## src/rtl/stall_bubble_reg.sv

```systemverilog
// ID/EX boundary register with hazard bubble insertion and flush.
// Holds upstream via stall_out while a multi-cycle bubble train drains.
module stall_bubble_reg #(
  parameter int CTRL_W = 9,
  parameter int REG_W  = 5,
  parameter int NREG   = 2,
  parameter int CNT_W  = 2
) (
  input  logic                  clk,
  input  logic                  reset,
  input  logic [CTRL_W-1:0]     ctrl_in,
  input  logic [NREG*REG_W-1:0] regs_in,
  input  logic                  stall_req,
  input  logic [CNT_W-1:0]      stall_len,
  input  logic                  flush,
  output logic [CTRL_W-1:0]     ctrl_out,
  output logic [NREG*REG_W-1:0] regs_out,
  output logic                  bubble_out,
  output logic                  stall_out,
  output logic [15:0]           bubble_cnt
);

  typedef enum logic {RUN = 1'b0, STALL = 1'b1} state_t;

  state_t            state;
  state_t            state_n;
  logic [CNT_W-1:0]  rem;
  logic [CNT_W-1:0]  rem_n;
  logic [CNT_W-1:0]  len_eff;
  logic              bubble;
  logic [15:0]       cnt;

  // A zero-length request still costs one bubble.
  assign len_eff = (stall_len == '0) ? CNT_W'(1) : stall_len;

  always_ff @(posedge clk) begin
    if (reset) begin
      state <= RUN;
      rem   <= '0;
    end else begin
      state <= state_n;
      rem   <= rem_n;
    end
  end

  always_comb begin
    state_n = state;
    rem_n   = rem;
    bubble  = 1'b0;
    unique case (state)
      RUN: begin
        if (flush) begin
          bubble = 1'b1;
        end else if (stall_req) begin
          bubble = 1'b1;
          if (len_eff > CNT_W'(1)) begin
            state_n = STALL;
            rem_n   = len_eff - CNT_W'(1);
          end
        end
      end
      STALL: begin
        bubble = 1'b1;
        if (flush) begin
          state_n = RUN;
          rem_n   = '0;
        end else begin
          rem_n = rem - CNT_W'(1);
          if (rem == CNT_W'(1)) state_n = RUN;
        end
      end
      default: begin
        state_n = RUN;
        rem_n   = '0;
      end
    endcase
  end

  always_comb begin
    stall_out = 1'b0;
    unique case (state)
      RUN:     stall_out = stall_req & ~flush;
      STALL:   stall_out = 1'b1;
      default: stall_out = 1'b0;
    endcase
  end

  // Zeroed specifiers keep the hazard detector from re-firing on a bubble.
  always_ff @(posedge clk) begin
    if (reset) begin
      ctrl_out   <= '0;
      regs_out   <= '0;
      bubble_out <= 1'b1;
      cnt        <= '0;
    end else begin
      if (bubble) begin
        ctrl_out   <= '0;
        regs_out   <= '0;
        bubble_out <= 1'b1;
        if (cnt != 16'hFFFF) cnt <= cnt + 16'd1;
      end else begin
        ctrl_out   <= ctrl_in;
        regs_out   <= regs_in;
        bubble_out <= 1'b0;
      end
    end
  end

  assign bubble_cnt = cnt;

endmodule

```

## config.mk

```make
export PLATFORM = sky130hd
export DESIGN_NAME = stall_bubble_reg
export DESIGN_NICKNAME = d
export VERILOG_FILES = /design/src/rtl/stall_bubble_reg.sv
export SDC_FILE = /design/constraint.sdc
export NUM_CORES = 1
export LEC_CHECK = 0
export ABC_AREA = 1
export BUFFER_PORTS_ARGS = -buffer_cell sky130_fd_sc_hd__buf_2
export CORE_AREA = 2 2 55 70
export DETAILED_ROUTE_END_ITERATION = 8
export DIE_AREA = 0 0 57 72
export PLACE_DENSITY_LB_ADDON = 0.25
export SLEW_MARGIN = 40
export SYNTH_ARGS = -nofsm -noshare
export SYNTH_HDL_FRONTEND = slang
export SYNTH_SLANG_ARGS = --single-unit
```

## constraint.sdc

```tcl
create_clock -name clk -period 3.8 [get_ports clk]
set_clock_uncertainty 0.1 [all_clocks]
set_input_delay 0.19 -clock clk [delete_from_list [all_inputs] [get_ports clk]]
set_output_delay 0.19 -clock clk [all_outputs]
set_load 0.005 [all_outputs]
```

==> flow_metrics.env <==
export IMPL_instances_no_fill=362
export IMPL_cp_startpoint="reset"
export IMPL_rsz0062_at_grt="false"
export IMPL_status="finished, final reports clean"
export IMPL_diodes=0
export IMPL_first_pass_iters=5
export IMPL_drv_cap=0
export IMPL_clock_sinks=39
export IMPL_cts_setup_buffers=0
export IMPL_fin_crit_sh_pct=49.0
export IMPL_post_route_min_period_ns=1.86
export IMPL_p_per_area_nw_per_um2=338
export IMPL_fmax_ghz=0.538
export IMPL_cts_root_buf="clkbuf_8"
export IMPL_die_w_um=57
export IMPL_r2r_slack_ns=2.18
export IMPL_grt_antenna_before_repair=0
export IMPL_hpwl_um=2920
export IMPL_synth_fp_nets=275
export IMPL_cp_end_kind="flop"
export IMPL_async_flop_share_pct=0
export IMPL_htreeDepth=2
export IMPL_relSlewSlack_pct=57.8
export IMPL_hp_class="in2reg"
export IMPL_drt_wl_total_um=3950
export IMPL_hold_buffers=8
export IMPL_critPathKind="in2reg"
export IMPL_rows=24
export IMPL_cts_buffers=5
export IMPL_postRouteAntennaNets=0
export IMPL_die_area_um2=4100
export IMPL_drive_gt1_share_pct=27.9
export IMPL_worstPathRequired_ns=3.91
export IMPL_clk_path_buf_depth=2
export IMPL_synth_area_leaders="dfxtp_1, nor2_1, nand2_1, inv_1, nand3_1"
export IMPL_synth_main_ff_cell="dfxtp_1"
export IMPL_start_util_pct=51.4
export IMPL_syn_avg_cell_area_um2=7.09
export IMPL_drc=0
export IMPL_setup_viol=0
export IMPL_vias_per_cell=4.80
export IMPL_cts_tree="built"
export IMPL_grt_pass1_wl_um=6580
export IMPL_synth_seq_cells=39
export IMPL_ys_types=22
export IMPL_ys_seq_area_share_pct=44.4
export IMPL_syn2layout_area_growth_pct=29.0
export IMPL_hold_violations=0
export IMPL_netlist_area_um2=1760
export IMPL_min_delay_start="ctrl_in[6]"
export IMPL_yosys_top_cells_count="nor2_1, nand2_1, dfxtp_1"
export IMPL_overflow=0
export IMPL_rr_startpoint="state$_SDFF_PP0_"
export IMPL_slew_violations=0
export IMPL_path_clk_slew_ns=0.08
export IMPL_n_fill_cell=334
export IMPL_power_leakage_nw=1.16
export IMPL_crit_arrival_ns=1.97
export IMPL_cp_start_kind="primary input"
export IMPL_syn_inst=248
export IMPL_clk_latency_ns=0.29
export IMPL_synth_most_common_cell="nor2_1"
export IMPL_wire_per_inst_um=10.9
export IMPL_tns_ns=0
export IMPL_place_inst=345
export IMPL_synth_top_area_cell="dfxtp_1"
export IMPL_grt_max_degree=21
export IMPL_die_y_um=72
export IMPL_place_congestion=0.856
export IMPL_yosys_warnings=0
export IMPL_ioPinCount=62
export IMPL_tightest_slew_ns=0.631
export IMPL_cts_resized=0
export IMPL_layout_nets=349
export IMPL_vias=1738
export IMPL_path_max_fanout=20
export IMPL_drt_iter0_drc=44
export IMPL_peakVddDrop_mv=0.351
export IMPL_synth_top_area_share_pct=44.4
export IMPL_first_global_vias=1621
export IMPL_grt_usage_pct=20.5
export IMPL_numPortBuffers=61
export IMPL_synth_edf_count=0
export IMPL_fp_coreArea_um2=3420
registers in the layout, summed over array words and instances, names as in the netlist:
| name | flops |
|---|---|
| state | 1 |
| rem | 2 |
| bubble_out | 1 |
| bubble_cnt | 16 |
| regs_out | 10 |
| ctrl_out | 9 |
cells by family after synthesis:
kind of cell	after synthesis	share of synthesized area, %
fa+ha+maj	2	1.42
flops	39	44.4
compound gates	19	5.62
buf+inv	42	9.68
simple gates	146	38.9
critical path, cell delays in order:
cell,delay [ns]
dlygate4sd3_1,0.53
buf_2,0.15
inv_1,0.36
nand2_1,0.50
nor2_1,0.23
stage by stage:
step	instance area (um^2)	setup slack (ns)	hold WS, ns	utilization [%]	total power, W
3_5_place_dp	2090	2.18	0.308	61.0	0.000494
6_report	2270	1.94	0.00513	66.2	0.000766
4_1_cts	2260	1.95	0.00123	65.9	0.000773
5_1_grt	2270	1.80	0.00292	66.2	0.000803
2_1_floorplan	1760	2.40	0.157	-	0.000466
3_3_place_gp	2090	2.20	0.299	61.0	0.000492
power by group:
part           internal, W  leakage, nW  switching (W)
clock network     0.000128       0.0402       0.000147
registers         0.000419        0.317     0.00000563
logic            0.0000323        0.803      0.0000345
metal layers:
metal,vias up,GRT usage (%),wire length [um],share of wire (%)
li1,911,-,-,-
met1,770,20.9,1560,39
met2,51,37.5,2030,51
met3,6,6.77,302,7.6
met4,0,8.79,62,1.6
met5,-,0,0,0
cell usage in the layout (no fill, tap or decap):
cell type,n
nand4_1,3
buf_2,61
nor2_4,6
inv_1,38
ha_1,2
nand2_2,6
inv_2,1
nor2_2,5
clkbuf_8,5
nand2_1,43
clkinvlp_4,2
nand3b_1,1
and2_1,1
dfxtp_1,39
clkinv_2,1
o21ai_0,5
nor3_1,2
o21ai_1,1
nand3_2,1
nand2_4,2
nand3_1,20
nor2_1,56
a2111oi_0,1
a21oi_1,12
dlygate4sd3_1,9
layout make-up:
cell class              instances  area (um^2)  share of cell area, %
clock buffers                   5         68.8                   3.04
clock inverters                 3         20.0                  0.883
inverters                      39          146                   6.46
multi-input cells             167          807                   35.6
flip-flops and latches         39          781                   34.4
well taps                      39         48.8                   2.15
repair buffers                 70          395                   17.4
final timing paths:
kind,endpoint,cells past startpoint
max,regs_out[3]$_SDFF_PP0_,5
min,ctrl_out[6]$_SDFF_PP0_,3
max reg2reg,regs_out[3]$_SDFF_PP0_,5
min reg2reg,rem[1]$_SDFFE_PP0P_,2
No activity file was read; power rests on OpenSTA's default activity.
